`src/rtl/control_unit_pkg.sv`:
```
// Shared opcode, ALU-function and state definitions for the hardwired control unit.
// The data path and ALU decode the same opcode and alu_op values.
package control_unit_pkg;

  localparam logic [4:0] OP_ADD  = 5'b00011;
  localparam logic [4:0] OP_SUB  = 5'b00100;
  localparam logic [4:0] OP_AND  = 5'b00101;
  localparam logic [4:0] OP_OR   = 5'b00110;
  localparam logic [4:0] OP_SHR  = 5'b00111;
  localparam logic [4:0] OP_SHRA = 5'b01000;
  localparam logic [4:0] OP_SHL  = 5'b01001;
  localparam logic [4:0] OP_ROR  = 5'b01010;
  localparam logic [4:0] OP_ROL  = 5'b01011;
  localparam logic [4:0] OP_ADDI = 5'b01100;
  localparam logic [4:0] OP_ANDI = 5'b01101;
  localparam logic [4:0] OP_ORI  = 5'b01110;
  localparam logic [4:0] OP_NOP  = 5'b11010;
  localparam logic [4:0] OP_HALT = 5'b11011;

  localparam logic [3:0] ALU_ADD  = 4'd0;
  localparam logic [3:0] ALU_SUB  = 4'd1;
  localparam logic [3:0] ALU_AND  = 4'd2;
  localparam logic [3:0] ALU_OR   = 4'd3;
  localparam logic [3:0] ALU_SHR  = 4'd4;
  localparam logic [3:0] ALU_SHRA = 4'd5;
  localparam logic [3:0] ALU_SHL  = 4'd6;
  localparam logic [3:0] ALU_ROR  = 4'd7;
  localparam logic [3:0] ALU_ROL  = 4'd8;
  localparam logic [3:0] ALU_ADD4 = 4'd9;

  typedef enum logic [3:0] {
    ST_IDLE, ST_T0, ST_T1, ST_T1W, ST_T2, ST_T3, ST_T4, ST_T5, ST_HALT
  } state_t;

  typedef struct packed {
    logic       is_rr;
    logic       is_imm;
    logic       is_nop;
    logic       is_halt;
    logic [3:0] alu_op;
  } decode_t;

endpackage

```
`src/rtl/control_unit_decode.sv`:
```
// Combinational opcode classifier: instruction class flags plus ALU function.
// An opcode that sets none of the class flags is undefined.
module cu_decode
  import control_unit_pkg::*;
(
  input  logic [4:0] op,
  output decode_t    dec
);

  always_comb begin
    dec = '0;
    case (op)
      OP_ADD:  begin dec.is_rr  = 1'b1; dec.alu_op = ALU_ADD;  end
      OP_SUB:  begin dec.is_rr  = 1'b1; dec.alu_op = ALU_SUB;  end
      OP_AND:  begin dec.is_rr  = 1'b1; dec.alu_op = ALU_AND;  end
      OP_OR:   begin dec.is_rr  = 1'b1; dec.alu_op = ALU_OR;   end
      OP_SHR:  begin dec.is_rr  = 1'b1; dec.alu_op = ALU_SHR;  end
      OP_SHRA: begin dec.is_rr  = 1'b1; dec.alu_op = ALU_SHRA; end
      OP_SHL:  begin dec.is_rr  = 1'b1; dec.alu_op = ALU_SHL;  end
      OP_ROR:  begin dec.is_rr  = 1'b1; dec.alu_op = ALU_ROR;  end
      OP_ROL:  begin dec.is_rr  = 1'b1; dec.alu_op = ALU_ROL;  end
      OP_ADDI: begin dec.is_imm = 1'b1; dec.alu_op = ALU_ADD;  end
      OP_ANDI: begin dec.is_imm = 1'b1; dec.alu_op = ALU_AND;  end
      OP_ORI:  begin dec.is_imm = 1'b1; dec.alu_op = ALU_OR;   end
      OP_NOP:  dec.is_nop  = 1'b1;
      OP_HALT: dec.is_halt = 1'b1;
      default: dec = '0;
    endcase
  end

endmodule

```
`src/rtl/control_unit.sv`:
```
// Hardwired Moore sequencer for data_path: fetch T0-T2 (with T1W memory wait),
// execute T3-T5, plus run/halt state and a retired-instruction counter.
module control_unit
  import control_unit_pkg::*;
#(
  parameter int CNT_W = 16,
  parameter int OP_W  = 5
) (
  input  logic             clock,
  input  logic             clear,
  input  logic             run,
  input  logic [31:0]      ir,
  input  logic             mem_ready,
  output logic             PCout,
  output logic             Zlowout,
  output logic             MDRout,
  output logic             Cout,
  output logic             MARin,
  output logic             PCin,
  output logic             MDRin,
  output logic             IRin,
  output logic             Yin,
  output logic             Zin,
  output logic             IncPC,
  output logic             Read,
  output logic             Gra,
  output logic             Grb,
  output logic             Grc,
  output logic             Rin,
  output logic             Rout,
  output logic [3:0]       alu_op,
  output logic             halted,
  output logic             illegal,
  output logic [CNT_W-1:0] retired
);

  state_t  state;
  decode_t dec;
  logic    unused_ir_bits;

  assign unused_ir_bits = ^ir[31-OP_W:0];

  cu_decode u_decode (
    .op  (ir[31 -: OP_W]),
    .dec (dec)
  );

  // ir is only consulted in T3-T5, after IRin has loaded it in T2.
  always_ff @(posedge clock) begin
    if (clear) begin
      state   <= ST_IDLE;
      retired <= '0;
      illegal <= 1'b0;
    end else begin
      case (state)
        ST_IDLE: if (run) state <= ST_T0;
        ST_T0:   state <= ST_T1;
        ST_T1:   state <= mem_ready ? ST_T2 : ST_T1W;
        ST_T1W:  if (mem_ready) state <= ST_T2;
        ST_T2:   state <= ST_T3;
        ST_T3: begin
          if (dec.is_rr || dec.is_imm) begin
            state <= ST_T4;
          end else if (dec.is_nop) begin
            retired <= retired + CNT_W'(1);
            state   <= run ? ST_T0 : ST_IDLE;
          end else begin
            state <= ST_HALT;
            if (!dec.is_halt) illegal <= 1'b1;
          end
        end
        ST_T4:   state <= ST_T5;
        ST_T5: begin
          retired <= retired + CNT_W'(1);
          state   <= run ? ST_T0 : ST_IDLE;
        end
        ST_HALT: state <= ST_HALT;
        default: state <= ST_IDLE;
      endcase
    end
  end

  assign halted = (state == ST_HALT);

  // Strobes decode straight from state: IR is loaded on the same edge that enters T3.
  always_comb begin
    PCout = 1'b0; Zlowout = 1'b0; MDRout = 1'b0; Cout = 1'b0;
    MARin = 1'b0; PCin = 1'b0; MDRin = 1'b0; IRin = 1'b0;
    Yin = 1'b0; Zin = 1'b0; IncPC = 1'b0; Read = 1'b0;
    Gra = 1'b0; Grb = 1'b0; Grc = 1'b0; Rin = 1'b0; Rout = 1'b0;
    alu_op = ALU_ADD;
    case (state)
      ST_T0: begin
        PCout = 1'b1; MARin = 1'b1; IncPC = 1'b1; Zin = 1'b1;
        alu_op = ALU_ADD4;
      end
      ST_T1: begin
        Zlowout = 1'b1; PCin = 1'b1; Read = 1'b1; MDRin = 1'b1;
      end
      ST_T1W: begin
        Read = 1'b1; MDRin = 1'b1;
      end
      ST_T2: begin
        MDRout = 1'b1; IRin = 1'b1;
      end
      ST_T3: begin
        if (dec.is_rr || dec.is_imm) begin
          Grb = 1'b1; Rout = 1'b1; Yin = 1'b1;
        end
      end
      ST_T4: begin
        if (dec.is_rr) begin
          Grc = 1'b1; Rout = 1'b1; Zin = 1'b1; alu_op = dec.alu_op;
        end else if (dec.is_imm) begin
          Cout = 1'b1; Zin = 1'b1; alu_op = dec.alu_op;
        end
      end
      ST_T5: begin
        Zlowout = 1'b1; Gra = 1'b1; Rin = 1'b1;
      end
      default: alu_op = ALU_ADD;
    endcase
  end

endmodule

```
`config.mk`:
```
export PLATFORM = sky130hd
export DESIGN_NAME = control_unit
export DESIGN_NICKNAME = d
export VERILOG_FILES = /design/src/rtl/control_unit_pkg.sv /design/src/rtl/control_unit_decode.sv /design/src/rtl/control_unit.sv
export SDC_FILE = /design/constraint.sdc
export NUM_CORES = 1
export LEC_CHECK = 0
export BUFFER_PORTS_ARGS = -buffer_cell sky130_fd_sc_hd__buf_2
export CORE_MARGIN = 2
export CORE_UTILIZATION = 45
export CTS_CLUSTER_SIZE = 24
export DETAILED_ROUTE_END_ITERATION = 10
export GPL_ROUTABILITY_DRIVEN = 0
export MAX_ROUTING_LAYER = met4
export PLACE_DENSITY = 0.76
export SYNTH_ARGS = -nofsm -noshare
export SYNTH_HDL_FRONTEND = slang
export SYNTH_HIERARCHICAL = 1
export SYNTH_SLANG_ARGS = --single-unit
```
`constraint.sdc`:
```
create_clock -name clock -period 2.3 [get_ports clock]
set_input_delay 0.345 -clock clock [delete_from_list [all_inputs] [get_ports clock]]
set_output_delay 0.345 -clock clock [all_outputs]
set_load 0.02 [all_outputs]
```
==> results.sh, run 1 <==
export IMPL_status="finished clean"
export IMPL_power_leakage_uw=0.0007653
export IMPL_detailed_place_hpwl_um=2364
export IMPL_ys_flop_type="dfxtp_1"
export IMPL_cts_inserted_buffers=3
export IMPL_core_area_um2=3078
export IMPL_fin_area_um2=1764
export IMPL_fillers=305
export IMPL_worstPathRequired_ns=1.96
export IMPL_wl_met2_um=1481
export IMPL_grt_ovfl_total=0
export IMPL_fin_ws_ns=0.1830
export IMPL_fin_setup_tns_ns=0
export IMPL_rsz0062_at_grt="no"
export IMPL_slew_headroom_pct=71.66
export IMPL_wl_per_cell_um=11.82
export IMPL_crit_path_max_fanout=14
export IMPL_row_count=20
export IMPL_hold_buffers=0
export IMPL_clock_sinks=21
export IMPL_cts_reportedPaths_clkPinSlew_ns=0.12
export IMPL_die_area_um2=3714
export IMPL_avgSynthCellArea_um2=7.678
export IMPL_synth_area_um2=1459
export IMPL_cap_violations=0
export IMPL_critPathSlowestCell="dfxtp_1"
export IMPL_arrival_ns=1.77
export IMPL_preCtsSetupSlack_ns=0.08197
export IMPL_place_area_um2=1730
export IMPL_pin_count=75
export IMPL_clk_path_buf_depth=2
export IMPL_root_buffer="clkbuf_4"
export IMPL_powerDensity_nw_per_um2=455.7
export IMPL_m1WireLength_um=1656
export IMPL_cp_end_kind="primary output"
export IMPL_period_minus_slack_ns=2.117
export IMPL_drc=0
export IMPL_initial_core_util_pct=47.40
export IMPL_ys_seq_area_share_pct=28.82
export IMPL_maxUsedRoutingLayer="met4"
export IMPL_grt_start_max_net_pins=22
export IMPL_finalHoldViolations=0
export IMPL_drive_above_1_share_pct=30.60
export IMPL_synth_cell_types=48
export IMPL_synth_warnings=6
export IMPL_ant_nets=0
export IMPL_first_pass_iters=4
export IMPL_grt_use_total_pct=18.26
export IMPL_cts_tree="yes"
export IMPL_port_buffers=47
export IMPL_synth_top_area_share_pct=28.82
export IMPL_dr_wl_met3_um=107
export IMPL_drt_iter0_markers=61
export IMPL_ys_ff_latch=21
export IMPL_path_cells="buf_4, nand2_1, nor3_1, nand2_1, a21oi_1, buf_2"
export IMPL_holdWs_ns=0.3258
export IMPL_hold_path_class="input port to flip-flop"
export IMPL_drt_vias_per_instance=5.373
export IMPL_wirelength_um=3261
export IMPL_vias=1483
export IMPL_synth_edff_count=0
export IMPL_syn_inst=190
export IMPL_antenna_cells=0
export IMPL_slew_viol_final=0
export IMPL_timing_fmax_mhz=472.4
export IMPL_setup_worst_path_start_class="flip-flop"
export IMPL_critPathMostFrequentCell="nand2_1"
export IMPL_syn_nets=227
export IMPL_die_w_um=60.94
export IMPL_finalSetupViolCount=0
export IMPL_yosys_top_cells_area="dfxtp_1 (29%), a21oi_1 (4.8%), nor2_1 (3.9%), nand2_1 (3.6%), nor3_1 (3.1%)"
export IMPL_skew_ns=0.002122
export IMPL_grt_pass1_vias=1190
export IMPL_antenna_found_initial=0
export IMPL_die_y_um=60.94
export IMPL_ir_worst_vdd_v=0.0003469
export IMPL_async_flop_share_pct=0
export IMPL_area_growth_synth_to_final_pct=20.93
export IMPL_clock_latency_ns=0.32
export IMPL_max_stage_delay_ns=0.39
export IMPL_num_nets_final=270
export IMPL_grt_pass1_wl_um=5092
export IMPL_htree_num_levels=1
export IMPL_path_class="flip-flop to primary output"
export IMPL_timing_final_crit_share_pct=92.04
export IMPL_tightestPinTransition_ns=0.4242
export IMPL_yosysTopAreaCell="dfxtp_1"
[where the power goes]
| part | leakage [µW] | switching (µW) | total, µW | internal (µW) |
|---|---|---|---|---|
| logic | 0.000578 | 149 | 236 | 87.3 |
| clock network | 0.0000177 | 121 | 186 | 65.3 |
| registers | 0.000170 | 9.94 | 382 | 372 |
| total | 0.000765 | 279 | 804 | 525 |
[sequential cells by signal, indices dropped and copies added (netlist names)]
register and count:
illegal 1, retired 16, state 4
[area by class of cell]
class	count	area, µm²	share of cell area (%)
Inverter	4	15.01	0.8511
Clock inverter	1	5.005	0.2837
Tap cell	44	55.05	3.121
Sequential cell	21	421.7	23.90
Clock buffer	3	22.52	1.277
Multi-Input combinational cell	146	934.6	52.98
Timing Repair Buffer	57	310.3	17.59
[timing repair]
action / 4_1_cts / 5_1_grt
buffers inserted: 0 / 0
resized for setup: 0 / 2
endpoints found under the setup margin: 0 / 5
[per-layer routing]
metal | vias up | GRT usage, %
li1 | 772 | -
met1 | 681 | 25.97
met2 | 27 | 26.27
met3 | 3 | 3.838
met4 | 0 | 4.658
met5 | - | -
[logic make-up (layout without fill, tap and decap cells)]
logic type / after synthesis / after routing / synth area share (%)
buf+inv: 23 / 65 / 7.805
flops: 21 / 21 / 28.82
simple gates: 93 / 93 / 37.14
xor+xnor: 5 / 5 / 3.002
compound gates: 44 / 44 / 20.24
fa+ha+maj: 1 / 1 / 0.8575
mux: 3 / 3 / 2.144
[cell usage after synthesis, drive strengths merged (5+ instances only)]
| cell | number |
|---|---|
| dfxtp | 21 |
| nor2 | 15 |
| a21oi | 14 |
| nand2 | 14 |
| buf | 12 |
| nor3 | 9 |
| clkbuf | 7 |
| o21ai | 7 |
| nand3 | 6 |
| and2 | 5 |
| nand3b | 5 |
| o31ai | 5 |
[critical path, delay by kind of cell, from the launching register on]
family	cells	cell delay, ns
simple gates	3	0.54
flops	1	0.39
buf+inv	2	0.38
compound gates	1	0.14
[per-stage QoR]
| step | instances | util, % | power, µW |
|---|---|---|---|
| 6_report | 276 | 57.32 | 803.9 |
| 5_1_grt | 276 | 57.32 | 848.9 |
| 4_1_cts | 276 | 57.11 | 808.8 |
| 3_5_place_dp | 272 | 56.22 | 624.5 |
| 3_3_place_gp | 272 | 56.22 | 623.5 |
| 2_1_floorplan | 190 | - | 564.9 |
[worst paths after layout]
check	start	to	slack, ns	cells after the start
min	run	state[0]	0.33	3
max	state[1]	alu_op[3]	0.18	6
max reg2reg	state[3]	retired[7]	0.34	5
min reg2reg	illegal	illegal	0.46	2
[placed cells by master, fill, tap and decap left out, types with 3 or more instances in the layout]
master	n
buf_2	47
dfxtp_1	20
nor2_1	15
nand2_1	14
a21oi_1	14
buf_4	10
nor3_1	8
o21ai_0	7
nand3_1	6
and2_1	5
nand3b_1	5
o31ai_1	5
nand2b_1	4
and3b_1	4
inv_1	4
and3_1	4
nor3b_1	4
nor4_1	3
xor2_1	3
nand4_1	3
or4_1	3
or3_1	3
clkbuf_4	3
Note: power is estimated with default switching activity, not from simulation.
==> run 2, diff against run 1 <==
- ABC_AREA: default -> 1
- CORE_UTILIZATION: 45 -> 47
- PLACE_DENSITY: 0.76 -> 0.77
==> run 2 against run 1 <==
Compared with the run above:
- fmax increased by 6.2%
- clock skew increased by 0.0016 ns
- sequential power increased by 10%
- worst hold slack improved by 0.076 ns
- total power increased by 34%
- cell area increased by 5.2%
- utilization decreased by 1.2 points
- largest cell class unchanged
==> results.sh, run 2 <==
export IMPL_status="finished clean"
export IMPL_rr_worst_depth=9
export IMPL_path_cells="inv_1, nor2_1, nand3_1, nand2_1, o21a_1, buf_2"
export IMPL_ant_nets=0
export IMPL_final_common_cell="nand2_1"
export IMPL_cts_reportedPaths_clkPinSlew_ns=0.12
export IMPL_rr_startpoint="state[2]"
export IMPL_critPathBufInv=2
export IMPL_antenna_found_initial=0
export IMPL_clock_sinks=21
export IMPL_pwr_share_clk_pct=17.1
export IMPL_clk_path_buf_depth=2
export IMPL_power_switching_uw=483.5
export IMPL_r2r_end="retired[7]"
export IMPL_cts_inserted_buffers=3
export IMPL_cts_tree="yes"
export IMPL_cp_end_kind="primary output"
export IMPL_min_path_cells=4
export IMPL_synth_top_area_share_pct=25.95
export IMPL_pin_count=75
export IMPL_cap_violations=0
export IMPL_largest_register_ffs=16
export IMPL_synth_warnings=6
export IMPL_post_cts_buffers=0
export IMPL_die_w_um=62.72
export IMPL_synth_edff_count=0
export IMPL_yosysTopAreaCell="dfxtp_1"
export IMPL_slew_viol_final=0
export IMPL_wl_per_cell_um=9.983
export IMPL_port_buffers=47
export IMPL_first_pass_iters=4
export IMPL_htree_num_levels=1
export IMPL_synth_cell_types=28
export IMPL_power_leakage_uw=0.0008881
export IMPL_initial_core_util_pct=48.94
export IMPL_slew_headroom_pct=76.31
export IMPL_tightestPinTransition_ns=0.3554
export IMPL_timing_fmax_mhz=501.6
export IMPL_die_y_um=62.72
export IMPL_hold_end="state[1]"
export IMPL_finalSetupViolCount=0
export IMPL_core_area_um2=3311
export IMPL_drt_iter0_markers=66
export IMPL_max_flop_register="retired"
export IMPL_comb_power_share_pct=43.8
export IMPL_ir_worst_vdd_v=0.0002943
export IMPL_ys_flop_type="dfxtp_1"
export IMPL_ys_ff_latch=21
export IMPL_crit_family="flip-flops"
export IMPL_avgSynthCellArea_um2=6.069
export IMPL_cts_resized=0
export IMPL_powerDensity_nw_per_um2=581.3
export IMPL_synth_common_cells="nand2_1 (70), nor2_1 (44), inv_1 (30), dfxtp_1 (21), nand3_1 (19)"
export IMPL_timing_final_crit_share_pct=86.68
export IMPL_die_area_um2=3933
export IMPL_grt_ovfl_total=0
export IMPL_grt_pass1_wl_um=6285
export IMPL_num_nets_final=346
export IMPL_path_class="flip-flop to primary output"
export IMPL_root_buffer="clkbuf_4"
export IMPL_hold_path_class="input port to flip-flop"
export IMPL_swShare_pct=44.79
export IMPL_grt_use_total_pct=20.05
export IMPL_detailed_place_hpwl_um=2796
export IMPL_period_minus_slack_ns=1.994
export IMPL_seq_area_um2=420.4
export IMPL_syn_nets=304
export IMPL_hold_start="mem_ready"
export IMPL_syn_inst=267
export IMPL_stdcell_count=354
export IMPL_skew_ns=0.003679
export IMPL_drc=0
export IMPL_critPathSlowestCell="dfxtp_1"
export IMPL_async_flop_share_pct=0
export IMPL_yosys_top_cells_area="dfxtp_1 (26%), nand2_1 (16%), nor2_1 (10%), inv_1 (6.9%), nand3_1 (5.9%)"
export IMPL_row_count=21
export IMPL_worst_r2r_setup_slack_ns=0.69
export IMPL_area_growth_synth_to_final_pct=14.59
export IMPL_final_cell_mix="nand2_1 (70), buf_2 (47), nor2_1 (44), inv_1 (30), dfxtp_1 (21)"
export IMPL_intPower_uw=595.9
export IMPL_final_core_util_pct=56.08
export IMPL_dp_cells=350
export IMPL_ys_seq_area_share_pct=25.95
export IMPL_p_seq_share_pct=39.1
export IMPL_cp_depth=6
export IMPL_rsz0062_at_grt="no"
export IMPL_crit_path_max_fanout=6
export IMPL_grt_pass1_vias=1547
export IMPL_max_stage_delay_ns=0.48
export IMPL_grt_start_max_net_pins=17
export IMPL_wirelength_um=3534
export IMPL_totalPowerFinal_uw=1079
export IMPL_antenna_cells=0
export IMPL_finalHoldViolations=0
export IMPL_synth_most_common_cell="nand2_1"
export IMPL_drive_above_1_share_pct=27.27
export IMPL_multiInputGateArea_um2=973.4
export IMPL_worstPathRequired_ns=1.96
export IMPL_drt_vias_per_instance=4.811
export IMPL_arrival_ns=1.65
export IMPL_fin_setup_tns_ns=0
export IMPL_clock_latency_ns=0.32
export IMPL_setup_worst_path_start_class="flip-flop"
export IMPL_vias=1703
export IMPL_synth_area_um2=1620
export IMPL_reg_top3="retired x16, state x4, illegal x1"
export IMPL_hold_buffers=0
export IMPL_fillers=364
==> run 2: cell type report <==
cell class	instances	area share [%]
multi-input cells	199	52.43
flip-flops and latches	21	22.64
repair buffers	48	13.07
inverters	36	7.278
well taps	46	3.100
clock buffers	3	1.213
clock inverters	1	0.2695
==> run 2: kinds of logic (layout without fill, tap and decap cells) <==
logic type / after synthesis / in the layout / synth area share, %
xor+xnor: 5 / 5 / 2.703
fa+ha+maj: 1 / 1 / 0.7721
flops: 21 / 21 / 25.95
compound gates: 31 / 31 / 11.51
buf+inv: 47 / 88 / 13.98
simple gates: 162 / 162 / 45.10
==> run 2: worst max-delay path by stage <==
stage | startpoint | end | slack [ns]
floorplan | ir[27] | alu_op[0] | 0.63
global placement | ir[28] | alu_op[3] | 0.48
detailed placement | ir[28] | retired[7] | 0.46
CTS | state[1] | alu_op[0] | 0.30
global route | state[1] | alu_op[3] | 0.14
finish | state[1] | alu_op[0] | 0.31
==> run 2: per-layer routing <==
metal  wire, µm  track usage, %  vias up
li1           -               -      920
met1       1633           23.37      733
met2       1687           34.41       46
met3        168           3.063        4
met4         45           8.333        0
met5          0               -        -
==> run 2: power groups by stage <==
stage                     clock network [µW]  logic (µW)  registers [µW]
after floorplan                            0         389             426
after global placement                     0         473             429
after detailed placement                   0         476             430
after CTS                                193         478             422
after global routing                     203         524             428
final                                    185         473             422
==> run 2: per-stage QoR <==
step | hold slack (ns) | worst slack (ns) | cell area [µm²]
detailed placement | 0.4566 | 0.4570 | 1829
global placement | 0.4470 | 0.4819 | 1829
finish | 0.4020 | 0.3064 | 1857
CTS | 0.3932 | 0.2951 | 1857
global route | 0.4305 | 0.1439 | 1857
floorplan | 0.5078 | 0.6286 | 1620
==> run 2: tightest hold or removal path, delay by kind of cell <==
family | cells | cell delay [ns]
AO/OA/AOI/OAI | 1 | 0.07
buffers and inverters | 2 | 0.14
AND/OR/NAND/NOR | 1 | 0.12
